**config.mk**
```make
export PLATFORM = sky130hd
export DESIGN_NAME = cpu_mem_arbiter
export DESIGN_NICKNAME = d
export VERILOG_FILES = /design/src/rtl/cpu_mem_arbiter_pkg.sv /design/src/rtl/cpu_mem_arbiter_timeout_cnt.sv /design/src/rtl/cpu_mem_arbiter.sv
export SDC_FILE = /design/constraint.sdc
export NUM_CORES = 1
export LEC_CHECK = 0
export CAP_MARGIN = 25
export CORE_AREA = 4 4 124 126
export CTS_CLUSTER_SIZE = 12
export DETAILED_ROUTE_END_ITERATION = 7
export DIE_AREA = 0 0 128 130
export PLACE_DENSITY = 0.9
export SLEW_MARGIN = 20
export SYNTH_ARGS = -nofsm -noshare
export SYNTH_HDL_FRONTEND = slang
export SYNTH_HIERARCHICAL = 1
export SYNTH_SLANG_ARGS = --single-unit
```
**constraint.sdc**
```tcl
create_clock -name clk -period 10.5 [get_ports clk]
set_input_delay 2.625 -clock clk [delete_from_list [all_inputs] [get_ports clk]]
set_output_delay 2.625 -clock clk [all_outputs]
set_load 0.01 [all_outputs]
```
**src/rtl/cpu_mem_arbiter_pkg.sv**
```systemverilog
// Shared definitions for the cpu_mem_arbiter slice.
//   arb_state_e : arbiter FSM states (idle, issuing to memory, waiting for response)
//   arb_src_e   : requester codes (instruction fetch / load-store)
//   Default*    : default address/data widths and timeout used by the arbiter modules
package cpu_mem_arbiter_pkg;

  localparam int unsigned DefaultAw      = 32;
  localparam int unsigned DefaultDw      = 32;
  localparam int unsigned DefaultTimeout = 255;

  typedef enum logic [1:0] {
    StIdle  = 2'd0,
    StIssue = 2'd1,
    StWait  = 2'd2
  } arb_state_e;

  typedef enum logic {
    SrcI = 1'b0,
    SrcD = 1'b1
  } arb_src_e;

endpackage

```
**src/rtl/cpu_mem_arbiter_timeout_cnt.sv**
```systemverilog
// Per-transaction watchdog counter for cpu_mem_arbiter.
//   clk     : clock
//   rst_n   : asynchronous reset, active-high
//   clear   : restart the count (transaction start); takes priority over enable
//   enable  : count this cycle (transaction in flight)
//   expired : this is the TIMEOUT-th counted cycle; the arbiter must give up at this edge
module cpu_mem_arbiter_timeout_cnt
  import cpu_mem_arbiter_pkg::*;
#(
  parameter int unsigned TIMEOUT = DefaultTimeout
) (
  input  logic clk,
  input  logic rst_n,
  input  logic clear,
  input  logic enable,
  output logic expired
);

  localparam int unsigned CW = $clog2(TIMEOUT + 1);

  logic [CW-1:0] cnt_q;

  // The arbiter leaves ISSUE/WAIT on the edge where the count reaches TIMEOUT,
  // so the saturation guard never actually engages; it only prevents a wrap.
  always_ff @(posedge clk or posedge rst_n) begin
    if (rst_n) begin
      cnt_q <= '0;
    end else if (clear) begin
      cnt_q <= '0;
    end else if (enable && (cnt_q != CW'(TIMEOUT))) begin
      cnt_q <= cnt_q + CW'(1);
    end
  end

  // Flag the cycle whose increment would reach TIMEOUT: after exactly TIMEOUT
  // cycles in ISSUE+WAIT the error response is registered.
  assign expired = enable & (cnt_q == CW'(TIMEOUT - 1));

endmodule

```
**src/rtl/cpu_mem_arbiter.sv**
```systemverilog
// Round-robin arbiter sharing one single-port memory between the cpu_v4
// instruction-fetch port (i_*) and its load/store port (d_*), one outstanding
// transaction, with a per-transaction timeout that returns an error response.
//   clk, rst_n                     : clock, asynchronous active-high reset
//   i_req/i_addr -> i_gnt          : fetch request, accepted when i_gnt (combinational)
//   i_rvalid/i_rdata/i_err         : fetch response pulse, data, timeout flag
//   d_req/d_we/d_addr/d_wdata/d_be : load/store request, accepted when d_gnt
//   d_rvalid/d_rdata/d_err         : load/store response pulse, data, timeout flag
//   mem_req/mem_we/mem_addr/...    : latched memory request, held until mem_ack
//   mem_ack, mem_rvalid, mem_rdata : memory handshake and response
//   busy                           : a transaction is in flight
module cpu_mem_arbiter
  import cpu_mem_arbiter_pkg::*;
#(
  parameter int unsigned AW      = DefaultAw,
  parameter int unsigned DW      = DefaultDw,
  parameter int unsigned TIMEOUT = DefaultTimeout
) (
  input  logic            clk,
  input  logic            rst_n,
  // instruction fetch port
  input  logic            i_req,
  input  logic [AW-1:0]   i_addr,
  output logic            i_gnt,
  output logic            i_rvalid,
  output logic [DW-1:0]   i_rdata,
  output logic            i_err,
  // load/store port
  input  logic            d_req,
  input  logic            d_we,
  input  logic [AW-1:0]   d_addr,
  input  logic [DW-1:0]   d_wdata,
  input  logic [DW/8-1:0] d_be,
  output logic            d_gnt,
  output logic            d_rvalid,
  output logic [DW-1:0]   d_rdata,
  output logic            d_err,
  // memory port
  output logic            mem_req,
  output logic            mem_we,
  output logic [AW-1:0]   mem_addr,
  output logic [DW-1:0]   mem_wdata,
  output logic [DW/8-1:0] mem_be,
  input  logic            mem_ack,
  input  logic            mem_rvalid,
  input  logic [DW-1:0]   mem_rdata,
  output logic            busy
);

  arb_state_e state_q;
  arb_src_e   src_q;
  arb_src_e   last_src_q;
  arb_src_e   pick_src;

  logic            mem_req_q;
  logic            mem_we_q;
  logic [AW-1:0]   mem_addr_q;
  logic [DW-1:0]   mem_wdata_q;
  logic [DW/8-1:0] mem_be_q;
  logic            i_rvalid_q, d_rvalid_q;
  logic            i_err_q, d_err_q;
  logic [DW-1:0]   i_rdata_q, d_rdata_q;

  logic pick_valid;
  logic start;
  logic cnt_en;
  logic expired;
  logic fin_ok;
  logic fin_err;

  // Round-robin picker: on a tie the source that was not served last wins.
  always_comb begin
    pick_src = SrcD;
    if (i_req && d_req) begin
      if (last_src_q == SrcD) begin
        pick_src = SrcI;
      end else begin
        pick_src = SrcD;
      end
    end else if (i_req) begin
      pick_src = SrcI;
    end
  end

  assign pick_valid = i_req | d_req;
  assign start      = (state_q == StIdle) & pick_valid;

  // Grants are combinational; masked while reset is held so all outputs read 0.
  assign i_gnt = start & (pick_src == SrcI) & ~rst_n;
  assign d_gnt = start & (pick_src == SrcD) & ~rst_n;

  assign cnt_en = (state_q == StIssue) | (state_q == StWait);

  cpu_mem_arbiter_timeout_cnt #(
    .TIMEOUT (TIMEOUT)
  ) u_timeout_cnt (
    .clk     (clk),
    .rst_n   (rst_n),
    .clear   (start),
    .enable  (cnt_en),
    .expired (expired)
  );

  // A real response in WAIT beats a simultaneous expiry; responses outside WAIT are stray.
  assign fin_ok  = (state_q == StWait) & mem_rvalid;
  assign fin_err = expired & ~fin_ok;

  always_ff @(posedge clk or posedge rst_n) begin
    if (rst_n) begin
      state_q     <= StIdle;
      src_q       <= SrcI;
      last_src_q  <= SrcD;
      mem_req_q   <= 1'b0;
      mem_we_q    <= 1'b0;
      mem_addr_q  <= '0;
      mem_wdata_q <= '0;
      mem_be_q    <= '0;
      i_rvalid_q  <= 1'b0;
      i_err_q     <= 1'b0;
      i_rdata_q   <= '0;
      d_rvalid_q  <= 1'b0;
      d_err_q     <= 1'b0;
      d_rdata_q   <= '0;
    end else begin
      i_rvalid_q <= 1'b0;
      i_err_q    <= 1'b0;
      d_rvalid_q <= 1'b0;
      d_err_q    <= 1'b0;

      if (fin_ok || fin_err) begin
        state_q   <= StIdle;
        mem_req_q <= 1'b0;
        if (src_q == SrcI) begin
          i_rvalid_q <= 1'b1;
          i_err_q    <= fin_err;
          i_rdata_q  <= fin_ok ? mem_rdata : '0;
        end else begin
          d_rvalid_q <= 1'b1;
          d_err_q    <= fin_err;
          d_rdata_q  <= fin_ok ? mem_rdata : '0;
        end
      end else begin
        case (state_q)
          StIdle: begin
            if (start) begin
              state_q    <= StIssue;
              src_q      <= pick_src;
              last_src_q <= pick_src;
              mem_req_q  <= 1'b1;
              if (pick_src == SrcI) begin
                mem_we_q    <= 1'b0;
                mem_addr_q  <= i_addr;
                mem_wdata_q <= '0;
                mem_be_q    <= '1;
              end else begin
                mem_we_q    <= d_we;
                mem_addr_q  <= d_addr;
                mem_wdata_q <= d_wdata;
                mem_be_q    <= d_be;
              end
            end
          end
          StIssue: begin
            if (mem_ack) begin
              state_q   <= StWait;
              mem_req_q <= 1'b0;
            end
          end
          default: ;
        endcase
      end
    end
  end

  assign mem_req   = mem_req_q;
  assign mem_we    = mem_we_q;
  assign mem_addr  = mem_addr_q;
  assign mem_wdata = mem_wdata_q;
  assign mem_be    = mem_be_q;
  assign i_rvalid  = i_rvalid_q;
  assign i_err     = i_err_q;
  assign i_rdata   = i_rdata_q;
  assign d_rvalid  = d_rvalid_q;
  assign d_err     = d_err_q;
  assign d_rdata   = d_rdata_q;
  assign busy      = (state_q != StIdle);

endmodule

```
==> flow_metrics.env, run 1 <==
export IMPL_ios=280
export IMPL_clk_pin_slew_ns=0.06
export IMPL_clk_latency_ns=0.42
export IMPL_yosys_warnings=6
export IMPL_htree_levels=4
export IMPL_instances_no_fill=1039
export IMPL_setup_tns_ns=0
export IMPL_async_flop_share_pct=100
export IMPL_cts_tree="built"
export IMPL_synthTopCellsByArea="dfrtp_1, a22o_1, o21ai_0"
export IMPL_syn_avg_cell_area_um2=10.8
export IMPL_wl_met1_mm=8.10
export IMPL_fmaxAchievable_mhz=128
export IMPL_critPathMaxFanout=33
export IMPL_synth_flop_cell="dfrtp_1"
export IMPL_r2r_cells=7
export IMPL_dr_pass1_iters=5
export IMPL_yosys_area_top_type_share_pct=57.2
export IMPL_stdcell_area_mm2=0.00979
export IMPL_post_dp_cell_area_mm2=0.00921
export IMPL_n_antenna_cell=0
export IMPL_synth_fp_nets=742
export IMPL_hold_class="reg -> reg"
export IMPL_die_h_um=130
export IMPL_yosysMostFrequentCell="dfrtp_1"
export IMPL_wl_met2_mm=9.60
export IMPL_initial_core_util_pct=45.3
export IMPL_hold_buffers=0
export IMPL_pre_cts_slack_ns=2.72
export IMPL_vias_per_cell=5.74
export IMPL_synth_seq_cells=149
export IMPL_rsz0062_at_grt="false"
export IMPL_worst_ep_arrival_time_ns=5.18
export IMPL_hold_viol=0
export IMPL_p_total_mw=2.85
export IMPL_finalCriticalPeriod_ns=7.81
export IMPL_ir_drop_mv=0.131
export IMPL_cts_max_path_buffers=2
export IMPL_ys_seq_area_share_pct=57.6
export IMPL_critPathKind="in -> out"
export IMPL_io_buffers=279
export IMPL_p_per_area_mw_per_mm2=291
export IMPL_synthCells=598
export IMPL_multi_input_area_mm2=0.00233
export IMPL_dp_final_hpwl_mm=13.9
export IMPL_grt_overflow_total=0
export IMPL_ctsResizeCount=0
export IMPL_min_period_over_period_pct=74.3
export IMPL_fp_row_count=44
export IMPL_via_count=5962
export IMPL_setup_viol=0
export IMPL_max_slew_margin_pct=32.5
export IMPL_synth_cell_types=40
export IMPL_synth_top_cells_by_count="dfrtp_1, o21ai_0, a22o_1"
export IMPL_fillers=1054
export IMPL_finalWorstSetupSlack_ns=2.69
export IMPL_drtIter0Drc=411
export IMPL_die_area_mm2=0.0166
export IMPL_core_area_mm2=0.0143
export IMPL_holdPathStages=1
export IMPL_synthToLayoutAreaGrowth_pct=51.1
export IMPL_p_leak_nw=3.98
export IMPL_drive_gt1_share_pct=6.43
export IMPL_post_drt_wl_per_cell_um=19.4
export IMPL_drt_total_wl_mm=20.2
export IMPL_synth_edf_count=0
export IMPL_place_inst=1006
export IMPL_cts_setup_buffers=0
export IMPL_skew_ns=0.00766
export IMPL_met3WireLength_mm=1.94
export IMPL_grt_pass1_wl_mm=31.5
export IMPL_grt_max_degree=75
export IMPL_worst_slew_pin_slew_ns=1.01
export IMPL_final_max_slew_viol_count=0
export IMPL_clock_root_buffer="clkbuf_16"
export IMPL_worstSetupEndpointType="output pin"
export IMPL_max_cap_viol_count=0
export IMPL_highest_layer="met4"
export IMPL_place_gp_congestion=0.833
export IMPL_die_w_um=128
export IMPL_postRouteAntennaNets=0
export IMPL_cts_sinks=149
export IMPL_status="complete, no violations"
export IMPL_grt_usage_pct=23.9
export IMPL_ff_latch_area_mm2=0.00373
export IMPL_grt_pass1_vias=5818
export IMPL_antenna_found_initial=0
export IMPL_start_kind="input port"
export IMPL_fin_nets=986
export IMPL_drc=0
export IMPL_worst_ep_required_time_ns=7.88
export IMPL_cts_buffers=17
export IMPL_synth_area_mm2=0.00648
export IMPL_synth_top_area_cell="dfrtp_1"
## metrics by stage
| step | utilization (%) | hold slack, ns |
|---|---|---|
| 6_report | 68.4 | 0.503 |
| 5_1_grt | 68.4 | 0.522 |
| 4_1_cts | 68.3 | 0.509 |
| 3_5_place_dp | 64.3 | 0.490 |
| 3_3_place_gp | 64.3 | 0.487 |
| 2_1_floorplan | - | 0.524 |
## cell families (layout without fill, tap and decap cells)
| logic type | Yosys count | in the layout | synth area share, % |
|---|---|---|---|
| compound gates | 319 | 319 | 30.9 |
| flops | 149 | 149 | 57.6 |
| buf+inv | 79 | 336 | 6.51 |
| simple gates | 44 | 44 | 3.80 |
| fa+ha+maj | 5 | 5 | 0.965 |
| xor+xnor | 1 | 1 | 0.135 |
| mux | 1 | 1 | 0.154 |
## metal layers
| layer | track usage (%) | vias up |
|---|---|---|
| met3 | 8.10 | 34 |
| met2 | 37.9 | 289 |
| met1 | 30.4 | 2907 |
| met5 | 0 | - |
| li1 | - | 2732 |
| met4 | 9.93 | 0 |
## where the power goes
| part | switching [mW] | internal, mW |
|---|---|---|
| combinational | 0.579 | 0.681 |
| sequential | 0.168 | 0.834 |
| clock | 0.254 | 0.332 |
| total | 1.00 | 1.85 |
## area by class of cell
cell class / count / area share (%)
repair buffers: 288 / 29.3
multi-input cells: 370 / 23.8
clock buffers: 17 / 4.34
well taps: 184 / 2.35
clock inverters: 15 / 1.47
inverters: 16 / 0.664
flip-flops and latches: 149 / 38.1
## state kept, by name (all words and copies together) (netlist names)
| register | flops |
|---|---|
| mem_wdata | 32 |
| mem_be | 4 |
| d_err | 1 |
| src_q | 1 |
| mem_we | 1 |
| i_rvalid | 1 |
| state_q | 2 |
| i_rdata | 32 |
| mem_addr | 32 |
| last_src_q | 1 |
| u_timeout_cnt/cnt_q | 8 |
| d_rvalid | 1 |
| i_err | 1 |
| d_rdata | 32 |
## cell usage in the layout (no fill, tap or decap), types with 7 or more instances in the layout
cell,n
clkdlybuf4s50_1,279
nor2_1,11
inv_6,7
a22o_1,64
dfrtp_1,148
buf_4,8
o21ai_1,28
clkbuf_16,17
a31oi_1,35
inv_1,13
o211ai_1,32
a21oi_1,44
o21ai_0,109
## final timing paths
| check | from | slack [ns] | to |
|---|---|---|---|
| worst min-delay path | d_rdata[8] | 0.50 | d_rdata[8] |
| worst min register to register | d_rdata[8] | 0.50 | d_rdata[8] |
| max in group asynchronous | rst_n | 6.46 | i_rdata[8] |
| worst max register to register | state_q[0] | 7.53 | mem_wdata[11] |
| worst max-delay path | d_req | 2.69 | i_gnt |
| min in group asynchronous | rst_n | 2.65 | u_timeout_cnt/cnt_q[0] |
## critical path, stage by stage
cell,delay (ns)
clkdlybuf4s50_1,0.51
inv_1,0.78
o21ai_0,0.45
nor3_1,0.23
clkdlybuf4s50_1,0.57
Note: power is estimated with default switching activity, not from simulation.
==> run 2: changes to the inputs <==
- CORE_AREA: 4 4 124 126 -> 4 4 128 130
- DIE_AREA: 0 0 128 130 -> 0 0 132 134
- PLACE_DENSITY: 0.9 -> 0.86
- clock period: 10.5 -> 8.05 ns (I/O delays scaled with it)
==> flow_metrics.env, run 2 (synthesis results as in run 1) <==
export IMPL_dr_pass1_iters=4
export IMPL_final_cell_mix="clkdlybuf4s50_1, dfrtp_1, o21ai_0, a22o_1, a21oi_1"
export IMPL_grt_max_degree=92
export IMPL_dp_final_hpwl_mm=14.3
export IMPL_finalCriticalPeriod_ns=6.53
export IMPL_cts_max_path_buffers=2
export IMPL_setup_viol=0
export IMPL_htree_levels=4
export IMPL_final_common_cell="clkdlybuf4s50_1"
export IMPL_die_area_mm2=0.0177
export IMPL_clk_latency_ns=0.42
export IMPL_drt_total_wl_mm=20.7
export IMPL_cts_buffers=17
export IMPL_io_buffers=279
export IMPL_setup_tns_ns=0
export IMPL_ctsResizeCount=0
export IMPL_start_kind="input port"
export IMPL_worst_slew_pin_slew_ns=1.00
export IMPL_hold_class="reg -> reg"
export IMPL_fp_row_count=45
export IMPL_vias_per_cell=5.73
export IMPL_cts_setup_buffers=0
export IMPL_place_gp_congestion=0.900
export IMPL_die_w_um=132
export IMPL_grt_usage_pct=22.8
export IMPL_p_leak_nw=3.99
export IMPL_post_drt_wl_per_cell_um=19.8
export IMPL_clk_pin_slew_ns=0.07
export IMPL_met3_usage_pct=7.84
export IMPL_critPathKind="in -> out"
export IMPL_worstSetupEndpointType="output pin"
export IMPL_final_max_slew_viol_count=0
export IMPL_drc=0
export IMPL_rsz0062_at_grt="false"
export IMPL_via_count=5973
export IMPL_met2_usage_pct=36.6
export IMPL_grt_busiest_layer="met2"
export IMPL_stdcell_area_mm2=0.00981
export IMPL_grtUsageMet1_pct=28.6
export IMPL_drtIter0Drc=495
export IMPL_core_area_mm2=0.0151
export IMPL_fillers=1180
export IMPL_critPathMaxFanout=33
export IMPL_max_slew_margin_pct=33.1
export IMPL_synthToLayoutAreaGrowth_pct=51.4
export IMPL_fmaxAchievable_mhz=153
export IMPL_skew_ns=0.0103
export IMPL_grt_overflow_total=0
export IMPL_worst_ep_arrival_time_ns=4.52
export IMPL_grt_pass1_wl_mm=32.3
export IMPL_postRouteAntennaNets=0
export IMPL_drive_gt1_share_pct=6.55
export IMPL_ios=280
export IMPL_antenna_found_initial=0
export IMPL_p_total_mw=3.71
export IMPL_multi_input_area_mm2=0.00234
export IMPL_ff_latch_area_mm2=0.00373
export IMPL_initial_core_util_pct=42.8
export IMPL_clock_root_buffer="clkbuf_16"
export IMPL_n_antenna_cell=0
export IMPL_max_cap_viol_count=0
export IMPL_post_dp_cell_area_mm2=0.00922
export IMPL_status="complete, no violations"
export IMPL_cts_sinks=149
export IMPL_hold_viol=0
export IMPL_fin_nets=986
export IMPL_cts_tree="built"
export IMPL_ir_drop_mv=0.192
export IMPL_hold_buffers=0
export IMPL_worst_ep_required_time_ns=6.04
export IMPL_grt_pass1_vias=5875
export IMPL_die_h_um=134
export IMPL_p_per_area_mw_per_mm2=378
export IMPL_min_period_over_period_pct=81.1
run 2: worst max-delay path, cell delays in order:
cell	delay, ns
clkdlybuf4s50_1	0.51
inv_1	0.77
o21ai_0	0.42
nor3_1	0.23
clkdlybuf4s50_1	0.57
run 2: layout make-up:
class,count,share of cell area (%)
sequential,149,38.0
clock inverter,15,1.38
tap,188,2.40
clock buffer,17,4.34
timing repair buffer,288,29.4
inverter,16,0.663
multi-input combinational,370,23.9
run 2: power breakdown:
part	leakage, nW	switching, mW	internal [mW]
clock network	0.273	0.344	0.409
registers	1.84	0.222	1.09
logic	1.87	0.761	0.890
run 2: through the flow:
stage | util, % | std cells | setup slack (ns) | hold slack, ns
floorplan | - | 598 | 2.26 | 0.524
global route | 64.8 | 1043 | 1.37 | 0.514
detailed placement | 60.9 | 1010 | 1.59 | 0.490
global placement | 60.9 | 1010 | 1.64 | 0.486
finish | 64.8 | 1043 | 1.52 | 0.503
CTS | 64.6 | 1042 | 1.56 | 0.510
run 2: metal layers:
layer	wire length, um	vias to the layer above
met3	1920	39
met5	0	-
li1	-	2724
met4	505	0
met1	8360	2885
met2	9900	325
run 2: worst paths after layout:
| check | start | to | slack, ns | cells past startpoint |
|---|---|---|---|---|
| max | d_req | i_gnt | 1.52 | 5 |
| min | d_rdata[15] | d_rdata[15] | 0.50 | 1 |
| max reg2reg | state_q[0] | mem_wdata[14] | 5.22 | 7 |
| min reg2reg | d_rdata[15] | d_rdata[15] | 0.50 | 1 |
| max in group asynchronous | rst_n | mem_wdata[12] | 4.62 | 3 |
| min in group asynchronous | rst_n | u_timeout_cnt/cnt_q[0] | 2.06 | 2 |
